**config.mk**
```make
export PLATFORM = sky130hd
export DESIGN_NAME = shifter_pipe
export DESIGN_NICKNAME = d
export VERILOG_FILES = /design/src/rtl/shifter_pipe.sv
export SDC_FILE = /design/constraint.sdc
export NUM_CORES = 1
export LEC_CHECK = 0
export ABC_AREA = 1
export CORE_ASPECT_RATIO = 1.5
export CORE_MARGIN = 2
export CORE_UTILIZATION = 35
export DETAILED_ROUTE_END_ITERATION = 10
export HOLD_SLACK_MARGIN = 0.05
export SYNTH_ARGS = -nofsm -noshare
export SYNTH_HDL_FRONTEND = slang
export SYNTH_SLANG_ARGS = --single-unit
```
**constraint.sdc**
```tcl
create_clock -name clk -period 1.1 [get_ports clk]
set_input_delay 0.165 -clock clk [delete_from_list [all_inputs] [get_ports clk]]
set_output_delay 0.165 -clock clk [all_outputs]
set_load 0.005 [all_outputs]
```
**src/rtl/shifter_pipe.sv**
```systemverilog
// shifter_pipe: pipelined barrel shifter (SLL/SRL/SRA/ROR), one registered
// stage per shift-amount bit, valid/ready handshake with global stall.
module shifter_pipe #(
    parameter int N     = 32,
    parameter int TAG_W = 4
) (
    input  logic             clk,
    input  logic             rst_n,
    input  logic             in_valid,
    output logic             in_ready,
    input  logic [N-1:0]     in_a,
    input  logic [$clog2(N)-1:0] in_s,
    input  logic [1:0]       in_op,
    input  logic [TAG_W-1:0] in_tag,
    output logic             out_valid,
    input  logic             out_ready,
    output logic [N-1:0]     out_y,
    output logic [TAG_W-1:0] out_tag
);
    localparam int S = $clog2(N);

    logic [N-1:0]     r_y   [S];
    logic [S-1:0]     r_s   [S];
    logic [1:0]       r_op  [S];
    logic [TAG_W-1:0] r_tag [S];
    logic [S-1:0]     r_v;

    logic [N-1:0]     w_a  [S];
    logic [N-1:0]     w_y  [S];
    logic [S-1:0]     w_s  [S];
    logic [1:0]       w_op [S];
    logic             w_adv;

    assign w_adv     = out_ready | ~r_v[S-1];
    assign in_ready  = w_adv;
    assign out_valid = r_v[S-1];
    assign out_y     = r_y[S-1];
    assign out_tag   = r_tag[S-1];

    // stage i shifts by 2^i when amount bit i is set; SRA relies on the MSB surviving every stage
    always_comb begin
        w_a[0]  = in_a;
        w_s[0]  = in_s;
        w_op[0] = in_op;
        for (int i = 1; i < S; i++) begin
            w_a[i]  = r_y[i-1];
            w_s[i]  = r_s[i-1];
            w_op[i] = r_op[i-1];
        end
        for (int i = 0; i < S; i++) begin
            w_y[i] = !w_s[i][i] ? w_a[i] :
                     w_op[i] == 2'b00 ? w_a[i] << (1 << i) :
                     w_op[i] == 2'b01 ? w_a[i] >> (1 << i) :
                     w_op[i] == 2'b10 ? $unsigned($signed(w_a[i]) >>> (1 << i)) :
                     (w_a[i] >> (1 << i)) | (w_a[i] << (N - (1 << i)));
        end
    end

    always_ff @(posedge clk or negedge rst_n) begin
        if (!rst_n) begin
            r_v <= '0;
            for (int i = 0; i < S; i++) begin
                r_y[i]   <= '0;
                r_s[i]   <= '0;
                r_op[i]  <= '0;
                r_tag[i] <= '0;
            end
        end else if (w_adv) begin
            r_v[0]   <= in_valid;
            r_tag[0] <= in_tag;
            for (int i = 1; i < S; i++) begin
                r_v[i]   <= r_v[i-1];
                r_tag[i] <= r_tag[i-1];
            end
            for (int i = 0; i < S; i++) begin
                r_y[i]  <= w_y[i];
                r_s[i]  <= w_s[i];
                r_op[i] <= w_op[i];
            end
        end
    end
endmodule

```
==> results of run 1 <==
==> state kept, by name, indices dropped and copies added (netlist names) <==
name,count
r_tag,16
out_y,32
r_op,8
out_tag,4
r_y,128
r_v,5
r_s,10
==> power breakdown <==
part           switching [mW]  internal, mW
clock                    3.01          4.29
combinational            13.0          10.4
sequential               2.77          11.0
total                    18.7          25.7
==> per-stage QoR <==
step | TNS [ps] | setup WS, ps
2_1_floorplan | -210 | -10.5
3_3_place_gp | -74660 | -443
3_5_place_dp | -78640 | -488
4_1_cts | -40200 | -278
5_1_grt | -46280 | -290
6_report | -33500 | -254
==> what timing repair did <==
action | CTS | global route
hold buffers | 2 | 0
gates cloned | 4 | 17
pin swaps | 3 | 54
gates resized for setup | 212 | 314
endpoints found under the setup margin | 228 | 239
setup buffers | 25 | 14
hold endpoints to repair | 206 | 0
==> area by class of cell <==
| type | instances | area, um^2 | share of cell area (%) |
|---|---|---|---|
| inverters | 256 | 991 | 6.38 |
| well taps | 420 | 526 | 3.39 |
| repair buffers | 225 | 2610 | 16.8 |
| clock inverters | 7 | 42.5 | 0.274 |
| clock buffers | 33 | 683 | 4.40 |
| multi-input cells | 1091 | 5590 | 36.0 |
| flip-flops and latches | 203 | 5090 | 32.8 |
==> final timing paths <==
path                           start         to  slack, ps
setup reg to reg              r_v[4]    r_y[93]       -240
setup / recovery              r_v[4]  out_valid       -250
hold reg to reg               r_v[3]     r_v[4]        450
max in group asynchronous      rst_n    r_y[41]        470
min in group clk           in_tag[0]  r_tag[16]        200
hold / removal                 rst_n     r_v[0]        120
==> cell families (layout without fill, tap and decap cells) <==
group | Yosys count | count (layout) | synth area share, %
AO/OA/AOI/OAI | 276 | 276 | 12.5
buffers and inverters | 394 | 521 | 15.8
flip-flops | 203 | 203 | 43.4
AND/OR/NAND/NOR | 815 | 815 | 28.2
==> metal layers <==
layer  share of wire [%]  track usage, %  routed length (um)
met4                 4.4            5.47                1340
met1                  39            18.4               11900
met5                   0               0                   0
met2                  53            30.8               16400
met3                 3.3            1.86                1020
==> cell usage in the layout (no fill, tap or decap), drive strengths merged, types with 5 or more instances in the layout <==
master and instances:
nor2 134, o21ai 162, nand3 164, dfrtp 203
clkbuf 48, nand2 517, inv 254, a21oi 114
clkinv 5, buf 163, clkdlybuf4s50 44
==> results.ini, run 1 <==
[outcome]
status = finished, violations left
violations = negative setup slack

[synthesis]
synth_top_area_cell = dfrtp_1
synth-seq-cells = 203
syn_avg_cell_area_um2 = 6.93
async_reset_ff_share_pct = 100
synth.top_cells.by_count = nand2_1 (513), inv_1 (250), dfrtp_1 (203)
synth_top_area_share_pct = 43.4
ys_seq_area_share_pct = 43.4
synth-edff-count = 0
synth_area_um2 = 11700
yosys-top-cells-area = dfrtp_1 (43%), nand2_1 (16%), inv_1 (8.0%)
synth_most_common_cell = nand2_1
synth-main-ff-cell = dfrtp_1
synth_cell_types = 20
syn_nets = 1735
synthCells = 1688
ys_warn_count = 0

[routing]
drtIter0Drc = 549
wire_per_inst_um = 13.8
firstDrtPassIters = 4
dr_total_vias = 10700
wl_um = 30700
avgViaCountPerCell = 4.80
ant_nets = 0
drc = 0

[critical_path]
cp.required_ps = 940
crit_buf_inv = 2
critPathTopFamily = flip-flops
crit_top_cell = buf_6
worstSetupEndpointType = output port
path_cells = buf_6 > buf_6
crit_slowest_cell = dfrtp_2
crit_type = reg -> out
worstPathArrival_ps = 1190
cp-start-kind = flop
crit_cells = 2
max_stage_delay_ps = 450
cp_max_fo = 2
reg2reg_depth = 7

[sta]
finalMaxSlewViolations = 0
holdWs_ps = 121
setup_ws_ps = -254
finalHoldViolCount = 0
fin_crit_sh_pct = 123
period_needed_ps = 1350
setup_viol = 241
fin_skew_ps = 14.6
rsz0062_at_grt = yes
worst_pin_slew_ps = 315
slew_headroom_pct = 79.0
max_freq_mhz = 738

[cts]
clock-root-buffer = clkbuf_16
cts_made_buffers = 22
htreeDepth = 1
clk_latency_ps = 510
cts_tree = done
clk_pin_slew_worst_paths_ps = 60
clockBufferDepth = 3
numClockSinks = 203

[power_and_ir_drop]
p_per_area_nw_per_um2 = 2860
ir_worst_vdd_mv = 1.20
power.total_mw = 44.4
cellLeakagePower_nw = 7.94

[placement]
io_buffers = 84
placed_area_um2 = 13100
dp_hpwl_um = 20600
place_inst = 2133
place_congestion = 0.866

[cells_and_area]
finalNonFillerCells = 2235
fin_area_um2 = 15500
fillers = 3267
fin_util_pct = 46.8
fin_nets = 1846
antenna_cells = 0
area_growth_pct = 32.7
drive_gt1_share_pct = 25.1

[grt]
antenna_found_initial = 0
overflow = 0
grt_pass1_vias = 10200
grt_first_pass_wirelength_um = 48200
grt_use_total_pct = 16.1
grt_max_degree = 64

[floorplanning]
ios = 85
core_area_um2 = 33100
die-area_um2 = 34900
initial_core_util_pct = 35.3
die_x_um = 153
die_y_um = 228
row_count = 82

[run]
max_cap_viol_count = 0

[worst_hold_path]
min_path_type = in -> async

Note: power is estimated with default switching activity, not from simulation.
==> run 2, diff against run 1 <==
Settings changed: GPL_TIMING_DRIVEN set to 0.
==> run 2 against run 1 <==
Against the previous run:
- the run ends with negative hold slack, negative setup slack left
- worst setup slack lost 140 ps
- die area did not move
- clock-buffer cell count fell by 2
- combinational power is 12% lower
==> results.ini, run 2 (synthesis gave the netlist of run 1 again) <==
[outcome]
status = finished, violations left  ; unchanged
violations = negative hold slack, negative setup slack  ; was negative setup slack

[critical_path]
cp_max_fo = 2  ; unchanged
cp-start-kind = flop  ; unchanged
crit_type = reg -> out  ; unchanged
cp.required_ps = 940  ; about the same
max_stage_delay_ps = 390  ; was 450 ps
worstSetupEndpointType = output port  ; unchanged
worstPathArrival_ps = 1330  ; was 1190 ps
critPathTopFamily = flip-flops  ; unchanged
crit_cells = 4  ; was 2
crit_buf_inv = 3  ; was 2
path_cells = nand2_4 > buf_12 > buf_8 > buf_6  ; was buf_6 > buf_6
crit_slowest_cell = dfrtp_1  ; was dfrtp_2
reg2reg_depth = 7  ; unchanged

[placement]
dp_hpwl_um = 26200  ; was 20600 um
io_buffers = 83  ; was 84
pre_cts_ws_ps = -1170  ; was -488 ps
placed_area_um2 = 13100  ; about the same
place_congestion = 0.921  ; was 0.866

[sta]
finalMaxSlewViolations = 0  ; unchanged
setup_ws_ps = -398  ; was -254 ps
rsz0062_at_grt = yes  ; unchanged
fin_crit_sh_pct = 136  ; was 123%
slew_headroom_pct = 58.1  ; was 79.0%
setup_viol = 240  ; was 241
holdWs_ps = -361  ; was 121 ps
finalHoldViolCount = 78  ; was 0
max_freq_mhz = 668  ; was 738 MHz
period_needed_ps = 1500  ; was 1350 ps
fin_skew_ps = 25.4  ; was 14.6 ps
worst_pin_slew_ps = 629  ; was 315 ps

[cts]
cts_tree = done  ; unchanged
clk_pin_slew_worst_paths_ps = 60  ; about the same
clk_latency_ps = 520  ; was 510 ps
clock-root-buffer = clkbuf_16  ; unchanged
ctsHoldBuffers = 1  ; was 2
cts_made_buffers = 22  ; unchanged
numClockSinks = 203  ; unchanged
htreeDepth = 1  ; unchanged
clockBufferDepth = 3  ; unchanged

[cells_and_area]
fin_nets = 1848  ; was 1846
fin_area_um2 = 14200  ; was 15500 um^2
multi_input_area_um2 = 4790  ; was 5590 um^2
fillers = 3509  ; was 3267
regArea_um2 = 5080  ; was 5090 um^2
antenna_cells = 0  ; unchanged
mostFrequentLayoutCell = nand2_1  ; unchanged
area_growth_pct = 21.6  ; was 32.7%
largest_register = r_y  ; unchanged
final_cell_mix = nand2_1 (510), inv_1 (249), dfrtp_1 (202), nand3_1 (164), o21ai_0 (142)  ; was nand2_1 (486), inv_1 (249), dfrtp_1 (198), nand3_1 (164), nor2_1 (88)
largest_register_ffs = 128  ; unchanged
drive_gt1_share_pct = 13.5  ; was 25.1%

[routing]
drtIter0Drc = 489  ; was 549
wire_per_inst_um = 15.3  ; was 13.8 um
wl_um = 34100  ; was 30700 um
avgViaCountPerCell = 4.74  ; was 4.80
drc = 0  ; unchanged
dr_total_vias = 10600  ; was 10700
firstDrtPassIters = 4  ; unchanged
ant_nets = 0  ; unchanged

[power_and_ir_drop]
ir_worst_vdd_mv = 1.34  ; was 1.20 mV
cellLeakagePower_nw = 7.51  ; was 7.94 nW
p_per_area_nw_per_um2 = 2980  ; was 2860 nW/um^2

[floorplanning]
die_y_um = 228  ; unchanged
core_area_um2 = 33100  ; unchanged
die-area_um2 = 34900  ; unchanged
die_x_um = 153  ; unchanged
row_count = 82  ; unchanged
ios = 85  ; unchanged
initial_core_util_pct = 35.3  ; unchanged

[grt]
grt_use_total_pct = 19.7  ; was 16.1%
antenna_found_initial = 0  ; unchanged
overflow = 0  ; unchanged
grt_first_pass_wirelength_um = 56000  ; was 48200 um
grt_max_degree = 126  ; was 64
grt_pass1_vias = 11000  ; was 10200

[worst_hold_path]
min_path_type = in -> async  ; unchanged

[run]
max_cap_viol_count = 0  ; unchanged

[run 2: per-layer routing]
metal / wire length [um] / global-route usage, % / vias up
met5: 0 / 0 / -
met4: 2050 / 11.0 / 0
met3: 1050 / 1.63 / 96
met2: 18200 / 37.4 / 241
met1: 12800 / 21.0 / 4860
li1: - / - / 5406
[run 2: report_power, final]
group	total [mW]	switching [mW]	internal (mW)
combinational	20.6	12.1	8.45
clock	8.18	3.04	5.14
sequential	13.6	2.61	11.0
[run 2: path summary, 6_finish.rpt]
kind / start / slack [ps] / endpoint
setup / recovery: r_v[4] / -400 / in_ready
hold / removal: rst_n / -360 / r_op[9]
setup reg to reg: r_v[4] / -330 / r_y[52]
hold reg to reg: r_v[3] / 440 / r_v[4]
max in group asynchronous: rst_n / 430 / r_y[58]
min in group clk: in_s[0] / 80 / r_y[159]
[run 2: cell type report]
type	instances	area share [%]
flip-flops and latches	203	35.7
multi-input cells	1091	33.6
repair buffers	110	7.74
plain buffers	117	6.81
inverters	256	6.75
clock buffers	31	4.68
well taps	420	3.69
clock inverters	8	1.00
[run 2: repair_timing]
item,CTS,global route
setup buffers,25,0
endpoints found under the hold margin,80,78
pin swaps,1,0
resized for setup,242,27
endpoints found under the setup margin,241,240
[run 2: stage by stage]
step	util, %	TNS [ps]	hold slack, ps	total power [mW]	instances
finish	42.9	-52110	-361	42.4	2236
global route	42.9	-66830	-329	45.9	2236
global placement	39.4	-1886200	433	32.9	2191
floorplan	-	-210	-131	26.5	1688
detailed placement	39.5	-142480	199	33.2	2192
CTS	42.7	-61170	-333	42.3	2236
==> run 3, diff against run 2 <==
Clock period 1.1 ns to 1.3 ns, I/O delays scaled along.
==> run 3 against run 2 <==
Against the previous run:
- cell area rose by 6.2%
- sequential power fell by 15%
- global-route usage barely moved
- die area did not move
- the run still ends with negative hold slack, negative setup slack left
- clock skew rose by 1.9 ps
==> results.ini, run 3 (synthesis gave the netlist of run 1 again) <==
[outcome]
status = finished, violations left  ; unchanged
violations = negative hold slack, negative setup slack  ; unchanged

[sta]
slew_headroom_pct = 57.2  ; was 58.1%
finalMaxSlewViolations = 0  ; unchanged
fin_skew_ps = 27.3  ; was 25.4 ps
period_needed_ps = 1530
setup_ws_ps = -229  ; was -398 ps
worst_pin_slew_ps = 642  ; was 629 ps
max_freq_mhz = 654
tns_ps = -19160  ; was -52110 ps
setup_viol = 213  ; was 240
fin_crit_sh_pct = 118
rsz0062_at_grt = yes  ; unchanged
finalHoldViolCount = 78  ; unchanged
holdWs_ps = -342  ; was -361 ps

[routing]
avgViaCountPerCell = 4.84  ; was 4.74
wl_um = 35900  ; was 34100 um
firstDrtPassIters = 5  ; was 4
drtIter0Drc = 434  ; was 489
drc = 0  ; unchanged
dr_total_vias = 10900  ; was 10600
ant_nets = 0  ; unchanged
wire_per_inst_um = 16.0  ; was 15.3 um

[power_and_ir_drop]
ir_worst_vdd_mv = 1.16  ; was 1.34 mV
power.total_mw = 38.2  ; was 42.4 mW
p_per_area_nw_per_um2 = 2530  ; was 2980 nW/um^2
cellLeakagePower_nw = 7.84  ; was 7.51 nW

[cells_and_area]
final_cell_mix = nand2_1 (506), inv_1 (247), dfrtp_1 (202), nand3_1 (164), nor2_1 (119)  ; was nand2_1 (510), inv_1 (249), dfrtp_1 (202), nand3_1 (164), o21ai_0 (142)
fin_util_pct = 45.6  ; was 42.9%
finalNonFillerCells = 2249  ; was 2236
drive_gt1_share_pct = 19.2  ; was 13.5%
largest_register = r_y  ; unchanged
fillers = 3407  ; was 3509
multi_input_area_um2 = 5120  ; was 4790 um^2
regArea_um2 = 5080  ; unchanged
area_growth_pct = 29.1  ; was 21.6%
mostFrequentLayoutCell = nand2_1  ; unchanged
fin_area_um2 = 15100  ; was 14200 um^2
fin_nets = 1861  ; was 1848
antenna_cells = 0  ; unchanged
largest_register_ffs = 128  ; unchanged

[critical_path]
cp_max_fo = 2  ; unchanged
worstSetupEndpointType = output port  ; unchanged
path_cells = nand2_4 > buf_12 > buf_8 > buf_6  ; unchanged
worstPathArrival_ps = 1330  ; about the same
cp-start-kind = flop  ; unchanged
crit_slowest_cell = dfrtp_1  ; unchanged
cp.required_ps = 1110  ; was 940 ps
max_stage_delay_ps = 380  ; was 390 ps
crit_type = reg -> out  ; unchanged

[run]
max_cap_viol_count = 0  ; unchanged

[floorplanning]
die_y_um = 228  ; unchanged
initial_core_util_pct = 35.3  ; unchanged
die-area_um2 = 34900  ; unchanged
row_count = 82  ; unchanged
core_area_um2 = 33100  ; unchanged
ios = 85  ; unchanged
die_x_um = 153  ; unchanged

[worst_hold_path]
min_path_type = in -> async  ; unchanged

[cts]
numClockSinks = 203  ; unchanged
clockBufferDepth = 3  ; unchanged
clk_latency_ps = 520  ; about the same
cts_tree = done  ; unchanged
clk_pin_slew_worst_paths_ps = 60  ; about the same
cts_made_buffers = 22  ; unchanged
htreeDepth = 1  ; unchanged
clock-root-buffer = clkbuf_16  ; unchanged

[grt]
grt_first_pass_wirelength_um = 56000  ; about the same
grt_use_total_pct = 19.7  ; about the same
grt_max_degree = 126  ; unchanged
overflow = 0  ; unchanged
antenna_found_initial = 0  ; unchanged
grt_pass1_vias = 11000  ; about the same

[placement]
dp_hpwl_um = 26200  ; unchanged
placed_area_um2 = 13100  ; unchanged
pre_cts_ws_ps = -1030  ; was -1170 ps
place_congestion = 0.921  ; unchanged
io_buffers = 83  ; unchanged
place_inst = 2192  ; unchanged

run 3: cell types whose count changed in the layout (fill, tap and decap cells not counted), moves of 12 or more:
cell and change:
o21ai_2 +35, nor2_2 +12, o21ai_1 +18, buf_8 +16, a21oi_1 -39, buf_6 -16
clkbuf_16 +13, nor2_1 -12, a21oi_2 +39, o21ai_0 -53
run 3: final timing paths:
path                            startpoint  endpoint  slack, ps  depth (start not counted)
worst max-delay path                r_v[4]  in_ready       -230                          4
worst min-delay path                 rst_n   r_op[9]       -340                          1
worst max register to register      r_v[4]   r_y[77]       -190                          8
worst min register to register      r_v[3]    r_v[4]        440                          2
max in group asynchronous            rst_n   r_y[58]        600                          2
min in group clk                   in_s[0]  r_y[130]         60                          4
run 3: final cells by class:
cell class,count,share of cell area (%)
tap,420,3.48
clock inverter,8,0.944
sequential,203,33.6
inverter,256,6.46
clock buffer,31,4.40
buffer,117,7.70
timing repair buffer,123,9.52
multi-input combinational,1091,33.9
run 3: routing by layer:
| metal | global-route usage (%) | share of wire (%) |
|---|---|---|
| met1 | 21.0 | 36 |
| met2 | 37.4 | 54 |
| met5 | 0 | 0 |
| met4 | 11.1 | 6.7 |
| met3 | 1.67 | 3.3 |
run 3: repair_timing:
action,in CTS,in global routing
setup buffers,24,2
pin swaps,1,31
endpoints found under the hold margin,78,78
resized for setup,245,234
endpoints found under the setup margin,241,219
cloned,0,13
run 3: where the power goes:
| part | switching (mW) | internal, mW |
|---|---|---|
| Clock | 2.59 | 4.35 |
| Combinational | 11.3 | 8.45 |
| Sequential | 2.26 | 9.30 |
run 3: critical path, delay by kind of cell, from the launching register on:
kind | cells | cell delay (ps)
flip-flops | 1 | 380
buffers and inverters | 3 | 360
AND/OR/NAND/NOR | 1 | 90
